## src/rtl/tron_ctrl_pkg.sv

```systemverilog
// Purpose: shared state encodings, opcode constants and defaults for the Tron control sequencer.
// Latency: n/a (declarations only).
// Backpressure: n/a.
package tron_ctrl_pkg;

  typedef enum logic [2:0] {
    ST_IDLE   = 3'd0,
    ST_FETCH  = 3'd1,
    ST_DECODE = 3'd2,
    ST_EXEC   = 3'd3,
    ST_WB     = 3'd4,
    ST_FAULT  = 3'd5
  } state_t;

  // Opcode values shared with the instruction decoder (ir[15:12]).
  localparam logic [3:0] OP_CMP  = 4'b0110;
  localparam logic [3:0] OP_CMPI = 4'b1011;
  localparam logic [3:0] OP_NOP  = 4'b1110;

  localparam int FETCH_TIMEOUT_DEF = 64;
  localparam int SHIFT_LAT_DEF     = 2;

  // Compare-class instructions are the only ones that update PSR flags.
  function automatic logic is_cmp(input logic [3:0] op);
    return (op == OP_CMP) || (op == OP_CMPI);
  endfunction

endpackage

```

## src/rtl/tron_wait_counter.sv

```systemverilog
// Purpose: loadable down-counter with zero flag and one-cycle-ahead zero lookahead.
// Latency: load/decrement take effect on the next clk edge; flags are combinational.
// Backpressure: none; saturates at zero when decremented further.
module tron_wait_counter #(
  parameter int W = 6
) (
  input  logic         clk,
  input  logic         rst_n,
  input  logic         load,
  input  logic [W-1:0] load_val,
  input  logic         dec,
  output logic         zero,
  output logic         zero_nxt
);

  logic [W-1:0] cnt_q;

  // Load has priority over decrement; the count never wraps below zero.
  always_ff @(posedge clk or negedge rst_n) begin
    if (!rst_n) begin
      cnt_q <= '0;
    end else if (load) begin
      cnt_q <= load_val;
    end else if (dec && (cnt_q != '0)) begin
      cnt_q <= cnt_q - W'(1);
    end
  end

  assign zero     = (cnt_q == '0);
  // Value the zero flag will have after the coming edge, for registered lookahead outputs.
  assign zero_nxt = load ? (load_val == '0) : (dec ? (cnt_q <= W'(1)) : (cnt_q == '0));

endmodule

```

## src/rtl/tron_ctrl_fsm.sv

```systemverilog
// Purpose: multicycle fetch/decode/execute/writeback sequencer for the Tron 16-bit datapath.
// Latency: >=4 cycles per instruction (FETCH until ack, DECODE, EXEC 1..SHIFT_LAT, WB); NOP retires from DECODE.
// Backpressure: FETCH holds mem_req until mem_ack, faulting after FETCH_TIMEOUT cycles; run/halt_req only sampled at retire.
module tron_ctrl_fsm
  import tron_ctrl_pkg::*;
#(
  parameter int SHIFT_LAT     = SHIFT_LAT_DEF,
  parameter int FETCH_TIMEOUT = FETCH_TIMEOUT_DEF,
  parameter int CNT_W         = 16
) (
  input  logic             clk,
  input  logic             rst_n,
  input  logic             run,
  input  logic             halt_req,
  input  logic [3:0]       opcode,
  input  logic             dec_reg_write,
  input  logic             dec_shift_en,
  input  logic             mem_ack,
  output logic             mem_req,
  output logic             ir_load,
  output logic             pc_inc,
  output logic             alu_res_load,
  output logic             rf_we,
  output logic             flag_we,
  output logic             busy,
  output logic             fault,
  output logic [2:0]       state_o,
  output logic [CNT_W-1:0] retired
);

  // One shared wait counter: fetch timeout and shift latency never overlap in time.
  localparam int FT_W = $clog2(FETCH_TIMEOUT);
  localparam int WC_W = (FT_W > 4) ? FT_W : 4;

  state_t            state_q, state_d;
  logic              retire, timeout;
  logic              wc_load, wc_dec, wc_zero, wc_zero_nxt;
  logic [WC_W-1:0]   wc_val;
  logic              alu_d;
  logic              mem_req_q, alu_q, rf_we_q, flag_we_q, busy_q, fault_q;
  logic [CNT_W-1:0]  retired_q;

  // Next-state logic; run/halt_req matter only in IDLE and at the retire point.
  always_comb begin
    state_d = state_q;
    retire  = 1'b0;
    timeout = 1'b0;
    case (state_q)
      ST_IDLE:   if (run && !fault_q) state_d = ST_FETCH;
      ST_FETCH: begin
        if (mem_ack) begin
          state_d = ST_DECODE;
        end else if (wc_zero) begin
          state_d = ST_FAULT;
          timeout = 1'b1;
        end
      end
      ST_DECODE: begin
        if (opcode == OP_NOP) retire = 1'b1;
        else                  state_d = ST_EXEC;
      end
      ST_EXEC:   if (!dec_shift_en || wc_zero) state_d = ST_WB;
      ST_WB:     retire = 1'b1;
      ST_FAULT:  state_d = ST_FAULT;
      default:   state_d = ST_IDLE;
    endcase
    if (retire) state_d = (halt_req || !run) ? ST_IDLE : ST_FETCH;
  end

  // Counter reloads on entry to FETCH (timeout) or EXEC (shift latency).
  assign wc_load = ((state_d == ST_FETCH) && (state_q != ST_FETCH)) ||
                   ((state_d == ST_EXEC)  && (state_q != ST_EXEC));
  assign wc_val  = (state_d == ST_EXEC) ? WC_W'(SHIFT_LAT - 1) : WC_W'(FETCH_TIMEOUT - 1);
  assign wc_dec  = (state_q == ST_FETCH) || (state_q == ST_EXEC);

  tron_wait_counter #(.W(WC_W)) u_wait (
    .clk      (clk),
    .rst_n    (rst_n),
    .load     (wc_load),
    .load_val (wc_val),
    .dec      (wc_dec),
    .zero     (wc_zero),
    .zero_nxt (wc_zero_nxt)
  );

  // Result capture lands in the last EXEC cycle: immediately for ALU ops, when the shift count expires otherwise.
  assign alu_d = (state_d == ST_EXEC) && (!dec_shift_en || wc_zero_nxt);

  // State and registered strobes, computed from the upcoming state so they align with it.
  always_ff @(posedge clk or negedge rst_n) begin
    if (!rst_n) begin
      state_q   <= ST_IDLE;
      mem_req_q <= 1'b0;
      alu_q     <= 1'b0;
      rf_we_q   <= 1'b0;
      flag_we_q <= 1'b0;
      busy_q    <= 1'b0;
    end else begin
      state_q   <= state_d;
      mem_req_q <= (state_d == ST_FETCH);
      alu_q     <= alu_d;
      rf_we_q   <= (state_d == ST_WB) && dec_reg_write;
      flag_we_q <= (state_d == ST_WB) && is_cmp(opcode);
      busy_q    <= (state_d != ST_IDLE);
    end
  end

  // Sticky fault and free-running retired-instruction count.
  always_ff @(posedge clk or negedge rst_n) begin
    if (!rst_n) begin
      fault_q   <= 1'b0;
      retired_q <= '0;
    end else begin
      if (timeout) fault_q   <= 1'b1;
      if (retire)  retired_q <= retired_q + CNT_W'(1);
    end
  end

  // IR capture and PC bump happen in the ack cycle itself.
  assign ir_load      = (state_q == ST_FETCH) && mem_ack;
  assign pc_inc       = (state_q == ST_FETCH) && mem_ack;
  assign mem_req      = mem_req_q;
  assign alu_res_load = alu_q;
  assign rf_we        = rf_we_q;
  assign flag_we      = flag_we_q;
  assign busy         = busy_q;
  assign fault        = fault_q;
  assign state_o      = state_q;
  assign retired      = retired_q;

endmodule

```

## config.mk

```make
export PLATFORM = sky130hd
export DESIGN_NAME = tron_ctrl_fsm
export DESIGN_NICKNAME = d
export VERILOG_FILES = /design/src/rtl/tron_ctrl_pkg.sv /design/src/rtl/tron_wait_counter.sv /design/src/rtl/tron_ctrl_fsm.sv
export SDC_FILE = /design/constraint.sdc
export NUM_CORES = 1
export LEC_CHECK = 0
export ABC_AREA = 1
export CAP_MARGIN = 20
export CORE_MARGIN = 1.5
export CORE_UTILIZATION = 52
export CTS_CLUSTER_DIAMETER = 150
export CTS_CLUSTER_SIZE = 25
export DETAILED_ROUTE_END_ITERATION = 10
export PLACE_DENSITY = 0.81
export SYNTH_ARGS = -nofsm -noshare
export SYNTH_HDL_FRONTEND = slang
export SYNTH_HIERARCHICAL = 1
export SYNTH_SLANG_ARGS = --single-unit
```

## constraint.sdc

```tcl
create_clock -name clk -period 3.3 [get_ports clk]
set_clock_uncertainty 0.15 [all_clocks]
set_input_delay 0.33 -clock clk [delete_from_list [all_inputs] [get_ports clk]]
set_output_delay 0.33 -clock clk [all_outputs]
set_load 0.03 [all_outputs]
```

Yosys cells after proc, flatten, opt, wreduce, memory -nomap -nowiden:

Cells that the tools add are included.

* flip-flop bits (word level): 31
* input port bits: 11
* output and inout bits: 27
* logic and storage cells: 66

* $add $sub $neg: 2
* order comparisons: 1
* equality and inequality tests: 13
* multiplexer cells: 18
* reduce and logical (&&, ||, !) cells: 23

Operator list (count)
* $mux 3: 6
* $mux 6: 3
* $pmux 3 s6: 1
* $add 16x1->16 const B: 1
* $logic_not 6->1: 2
* $eq 3x2->1 const B: 3
* $eq 3x3->1 const B: 3
* $eq 4x4->1 const B: 2
* $logic_and 1x1->1: 8
* $mux 1: 7
* $eq 3x1->1 const B: 2
* $le 6x1->1 const B: 1
* $logic_or 1x1->1: 6
* $reduce_bool 6->1: 1
* $sub 6x1->6 const B: 1
* $eq 4x3->1 const B: 1
* $logic_not 1->1: 3
* $logic_not 3->1: 1
* $ne 3x1->1 const B: 1
* $ne 3x2->1 const B: 1
* $reduce_bool 3->1: 1
* $pmux 1 s2: 1
* $reduce_bool 2->1: 1

Depth between registers and ports, before layout:

Gate-level depths: netlist (run 1).

* word-level depth: 11
* gate-level depth with buffers: 16
* gate-level depth less buffers: 15

By module:

Netlist (run 1), hierarchy kept.

By module, submodules not included
* tron_ctrl_fsm: times used 1, cells an instance 209, area an instance 1514.0 um^2, seq. area each 625.6 um^2
* tron_wait_counter: times used 1, cells an instance 67, area an instance 457.9 um^2, seq. area each 150.1 um^2

Least setup slack after synthesis (run 1):

Ideal clock, no wire load.

* path kind: reg-to-reg
* start: register u_wait.cnt_q[0]
* end: register u_wait.cnt_q[3]
* setup time: 76 ps
* arrival: 2017 ps
* required time: 3074 ps
* path slack: 1057 ps
* cell stages (with the launch flop): 11
* buffers on the path: 0
* period minus slack after synthesis: 2243 ps
* path through: dfrtp_1 inv_1 ha_1 nand3_2 inv_1 nor2_1 nand2_1 a21boi_0 or2_1 nand3_1 o21ai_1

* cells in the longest elaborated chain, start to end: 9
* elaborated cells on any way between the ends: 19
* classes of those cells: add/sub (1); eq/ne (2); mux (8); reduce/logical (8)

RTL lines
* from (decl): RTL line tron_wait_counter.sv:16 `logic [W-1:0] cnt_q;`
* from (signal assigned): RTL line tron_wait_counter.sv:23 `cnt_q <= load_val;`
* from (signal assigned): RTL line tron_wait_counter.sv:25 `cnt_q <= cnt_q - W'(1);`
* $logic_not 6->1 *: RTL line tron_wait_counter.sv:29 `assign zero = (cnt_q == '0);`
* named net wc_zero: RTL line tron_ctrl_fsm.sv:37 `logic wc_load, wc_dec, wc_zero, wc_zero_nxt;`
* $mux 3 / $logic_or 1x1->1 (equally long branches): RTL line tron_ctrl_fsm.sv:53, tron_ctrl_fsm.sv:62
* $mux 3 (on tied branches): RTL line tron_ctrl_fsm.sv:51, tron_ctrl_fsm.sv:62
* $pmux 3 s6 *: RTL line tron_ctrl_fsm.sv:48 `case (state_q)`
* $mux 3 *: RTL line tron_ctrl_fsm.sv:67 `if (retire) state_d = (halt_req || !run) ? ST_IDLE : ST_FETCH;`
* $eq 3x1->1 / $eq 3x2->1 (equally long branches): RTL line tron_ctrl_fsm.sv:71, tron_ctrl_fsm.sv:72, tron_ctrl_fsm.sv:73
* $logic_and 1x1->1 (on tied branches): RTL line tron_ctrl_fsm.sv:71, tron_ctrl_fsm.sv:72
* $logic_or 1x1->1: RTL line tron_ctrl_fsm.sv:71 `assign wc_load = ((state_d == ST_FETCH) && (state_q != ST_FETCH)) ||`
* $mux 6 / $reduce_bool 2->1 (equally long branches)

Mark *: on every way through the listed nets, which the timed path passes. The rest lies on a longest branch. The select of a mux whose other input is x is not followed.
A chain may end at the register's enable or synchronous reset.

Worst setup path after layout (run 1):

* start: register state_q[0], in the netlist state_o[0]
* end: output port pc_inc

* cells in the longest elaborated chain, start to end: 2

RTL lines
* from (decl): RTL line tron_ctrl_fsm.sv:35 `state_t state_q, state_d;`
* from (signal assigned): RTL line tron_ctrl_fsm.sv:99 `state_q <= state_d;`
* $eq 3x1->1: RTL line tron_ctrl_fsm.sv:121 `assign pc_inc = (state_q == ST_FETCH) && mem_ack;`
* $logic_and 1x1->1: RTL line tron_ctrl_fsm.sv:121
* to (decl): RTL line tron_ctrl_fsm.sv:21 `output logic pc_inc,`

No other way between the ends.

==> flow_summary.yaml, run 1 <==
run_status:
  status: "complete, no violations"
synthesis:
  ys_seq_elements: 31
  yosysSeqAreaShare_pct: 39.3
  synth_edf_count: 0
  ys.flop_type: "dfrtp_1"
  syn_avg_cell_area_um2: 7.14
  ys_types: 28
  synthArstFlopShare_pct: 100
  syn-cell-area_mm2: 0.00197
  synth_cells: 276
  yosysWarnings: 6
critical_path:
  path_class: "flop to primary output"
  cp.required_ns: 2.82
  reg2reg_slack_ns: 1.09
  critPathLaunchType: "flop"
  regToRegEndpoint: "u_wait/cnt_q[3]"
  critPathMaxFanout: 6
  reg2reg_from: "state_o[2]"
  critPathArrivalTime_ns: 1.93
  r2r_cells: 13
  critPathLaunch: "state_o[0]"
  end_kind: "primary output"
floorplan:
  dieArea_mm2: 0.00417
  core_mm2: 0.00366
  die_x_um: 64.6
  num_io_pins: 38
  start_util_pct: 53.9
  rows: 22
  die_y_um: 64.6
clock_network:
  cts_root_buf: "clkbuf_8"
  cts_sinks: 31
  h-tree-depth: 2
  clk_pin_slew_ns: 0.07
  cts_buffers: 5
  post_cts_resized: 0
  clkLatencyLatePin_ns: 0.29
  clockBufferDepth: 2
  post-cts-setup-buffers: 0
  ctsHoldBuffers: 0
  cts_tree: "built"
sta:
  rsz0062_at_grt: "no"
  fmax_mhz: 415
  slew_violations: 0
  hold_viol: 0
  holdWs_ns: 0.283
  finalSetupTns_ns: 0
  period_needed_ns: 2.41
  setup_viol_count_final: 0
  period_share_pct: 73.0
finish:
  antenna_cells: 0
  nNetsFinal: 334
  drive_gt1_share_pct: 9.66
  layout_commonest_cell: "nand2_1"
  area_delta_synth_final_pct: 26.1
  nFillCells: 320
  final_cell_mix: "nand2_1, clkdlybuf4s50_1, dfrtp_1"
route:
  vias_per_cell: 4.86
  vias: 1795
  wire_per_inst_um: 11.2
  wl_um: 4130
  drt_iter0_drc: 125
  ant_nets: 0
  first_pass_iters: 4
  drc: 0
grt:
  antenna_found_initial: 0
  grt_usage_pct: 22.6
  grt_pass1_wl_um: 7260
  grt_max_degree: 32
  grt_pass1_vias: 1675
  grt_overflow_total: 0
power:
  ir_drop_uv: 579
  powerDensity_mw_per_mm2: 750
  power_leakage_nw: 1.19
flow_run:
  drv_cap: 0
place:
  portBuffers: 37
  place.gp.congestion: 0.876
  hpwl_um: 2990
hold_path:
  min_path_type: "input port to asynchronous set/reset pin"
[cells in the mapped netlist (3+ instances only)]
cell,count,area [µm²]
nand3_1,22,110
nand2_4,3,33.8
nor2_1,30,113
xor2_1,4,35.0
dfrtp_1,31,776
o21ai_1,4,20.0
o21ai_0,10,50.1
nand4_1,8,50.1
nand2_1,97,364
a21oi_1,3,15.0
xnor2_2,4,65.1
nand2_2,6,37.5
inv_2,3,11.3
inv_1,30,113
ha_1,3,37.5
[power by group]
part	total [mW]	switching, mW	leakage [nW]	internal, mW
logic	0.944	0.600	0.740	0.344
registers	0.592	0.113	0.403	0.479
clock network	0.328	0.138	0.0515	0.190
total	1.86	0.851	1.19	1.01
[worst max-delay path, cell delays in order, from the launching register on]
cell and delay (ns):
dfrtp_1 0.47, inv_1 0.09, nor2_1 0.17, nand3_1 0.14, inv_1 0.11, clkdlybuf4s50_1 0.67
[routing by layer]
metal,GRT usage (%),share of wire (%)
met5,0,0
met1,28.4,47
met4,11.4,2.5
met2,36.3,46
met3,5.21,4.1
[worst max-delay path by stage]
stage / endpoint / slack (ns) / depth (start not counted)
3_3_place_gp: u_wait/cnt_q[3] / 0.84 / 13
5_1_grt: pc_inc / 0.78 / 5
2_1_floorplan: u_wait/cnt_q[3] / 1.06 / 10
4_1_cts: pc_inc / 0.90 / 5
6_report: pc_inc / 0.89 / 5
3_5_place_dp: u_wait/cnt_q[3] / 0.78 / 13
[state kept, by name, indices dropped and copies added (netlist names)]
register and count:
u_wait/cnt_q 6, mem_req 1, rf_we 1, alu_res_load 1, state_o 3, retired 16
fault 1, flag_we 1, busy 1
[kinds of logic (layout without fill, tap and decap cells)]
group	count (synthesis)	in the layout	synth area share (%)
flops	31	31	39.3
compound gates	19	19	5.08
xor+xnor	9	9	5.52
fa+ha+maj	3	3	1.90
simple gates	176	176	39.7
buf+inv	37	81	8.31
other cells	1	2	0.190
[stage by stage]
| stage | cells | worst slack, ns | area, µm² | utilization [%] | power (mW) |
|---|---|---|---|---|---|
| after global placement | 361 | 0.838 | 2390 | 65.2 | 1.51 |
| after detailed placement | 361 | 0.777 | 2390 | 65.2 | 1.54 |
| after floorplan | 277 | 1.06 | 1980 | - | 1.28 |
| after global routing | 369 | 0.784 | 2490 | 67.9 | 2.01 |
| after CTS | 369 | 0.897 | 2490 | 67.9 | 1.87 |
| final | 369 | 0.890 | 2490 | 67.9 | 1.86 |
[area by class of cell]
type	instances	area, µm²	area share (%)
multi-input combinational	209	1040	41.7
sequential	31	776	31.2
timing repair buffer	39	385	15.5
inverter	34	129	5.18
clock buffer	8	100	4.03
tap	48	60.1	2.42
(Power assumes the default switching activity.)
==> run 2, diff against run 1 <==
- clock period: 3.3 -> 2.4 ns (I/O delays scaled with it)
==> flow_summary.yaml, run 2 (synthesis gave the netlist of run 1 again) <==
place:
  place.gp.congestion: 0.904
  hpwl_um: 3020
  portBuffers: 37
sta:
  rsz0062_at_grt: "no"
  period_needed_ns: 2.26
  slew_violations: 0
  fmax_mhz: 442
  period_share_pct: 94.2
  holdWs_ns: 0.206
  finalSetupTns_ns: 0
  hold_viol: 0
  setup_viol_count_final: 0
clock_network:
  clockBufferDepth: 2
  post_cts_resized: 0
  ctsHoldBuffers: 0
  clk_pin_slew_ns: 0.07
  cts_sinks: 31
  post-cts-setup-buffers: 0
  cts_buffers: 5
  cts_root_buf: "clkbuf_8"
  clkLatencyLatePin_ns: 0.28
  cts_tree: "built"
  h-tree-depth: 2
route:
  drc: 0
  wl_um: 4040
  vias_per_cell: 4.92
  ant_nets: 0
  first_pass_iters: 4
  drt_iter0_drc: 108
  wire_per_inst_um: 10.9
  vias: 1824
critical_path:
  crit_top_cell: "inv_1"
  path_class: "flop to primary output"
  critPathArrivalTime_ns: 1.87
  crit_path_max_incr_delay_ns: 0.66
  crit_family: "buffers and inverters"
  crit_chain: "inv_1, nor2_1, nand3_1, inv_1, clkdlybuf4s50_1"
  end_kind: "primary output"
  critPathMaxFanout: 6
  worst-path-buf-inv: 3
  crit_slowest_cell: "clkdlybuf4s50_1"
  cp.required_ns: 2.01
  critPathLaunchType: "flop"
grt:
  grt_max_degree: 32
  antenna_found_initial: 0
  grt_pass1_vias: 1628
  grt_usage_pct: 21.6
  grt_overflow_total: 0
  grt_pass1_wl_um: 6890
power:
  ir_drop_uv: 769
  powerDensity_mw_per_mm2: 1030
  power_leakage_nw: 1.21
floorplan:
  num_io_pins: 38
  dieArea_mm2: 0.00417
  start_util_pct: 53.9
  die_x_um: 64.6
  rows: 22
  core_mm2: 0.00366
  die_y_um: 64.6
finish:
  drive_gt1_share_pct: 10.2
  area_delta_synth_final_pct: 26.8
  final_cell_mix: "nand2_1, clkdlybuf4s50_1, dfrtp_1"
  layout_commonest_cell: "nand2_1"
  antenna_cells: 0
  largest_register_ffs: 16
  nNetsFinal: 336
hold_path:
  min_path_type: "input port to asynchronous set/reset pin"
run_status:
  status: "complete, no violations"
flow_run:
  drv_cap: 0
run 2: cell types whose count changed in the layout (fill, tap and decap cells not counted), sizes merged:
cell / change
buf: +2
run 2: power by group:
part | total (mW) | switching [mW] | internal [mW]
Clock | 0.451 | 0.189 | 0.261
Sequential | 0.816 | 0.157 | 0.659
Combinational | 1.32 | 0.831 | 0.489
run 2: routing by layer:
metal  share of wire (%)  wire length (µm)  GRT usage [%]
met4                 1.4                55           9.57
met2                  46              1840           34.6
met5                   0                 0              0
met1                  49              1960           27.5
met3                 4.4               178           5.38
run 2: layout make-up:
class	count	area [µm²]
Clock buffer	8	100
Fill cell	327	1160
Inverter	34	129
Multi-Input combinational cell	209	1040
Sequential cell	31	776
Tap cell	48	60.1
Timing Repair Buffer	41	400
run 2: worst paths after layout:
| path | start | to | slack (ns) | cells after the start |
|---|---|---|---|---|
| max | state_o[0] | pc_inc | 0.14 | 5 |
| min | rst_n | retired[3] | 0.21 | 2 |
| max reg2reg | u_wait/cnt_q[0] | u_wait/cnt_q[3] | 0.31 | 11 |
| max in group asynchronous | rst_n | retired[15] | 1.60 | 2 |
| min in group clk | dec_reg_write | rf_we | 0.32 | 3 |
| min reg2reg | fault | fault | 0.37 | 2 |
run 2: per-stage QoR:
| step | worst slack, ns | cell area (µm²) | power (mW) | util [%] | instances |
|---|---|---|---|---|---|
| global route | 0.0305 | 2500 | 2.78 | 68.3 | 371 |
| detailed placement | 0.309 | 2400 | 2.13 | 65.6 | 363 |
| floorplan | 0.157 | 1980 | 1.76 | - | 277 |
| CTS | 0.134 | 2500 | 2.59 | 68.3 | 371 |
| finish | 0.138 | 2500 | 2.59 | 68.3 | 371 |
| global placement | 0.361 | 2400 | 2.11 | 65.6 | 363 |
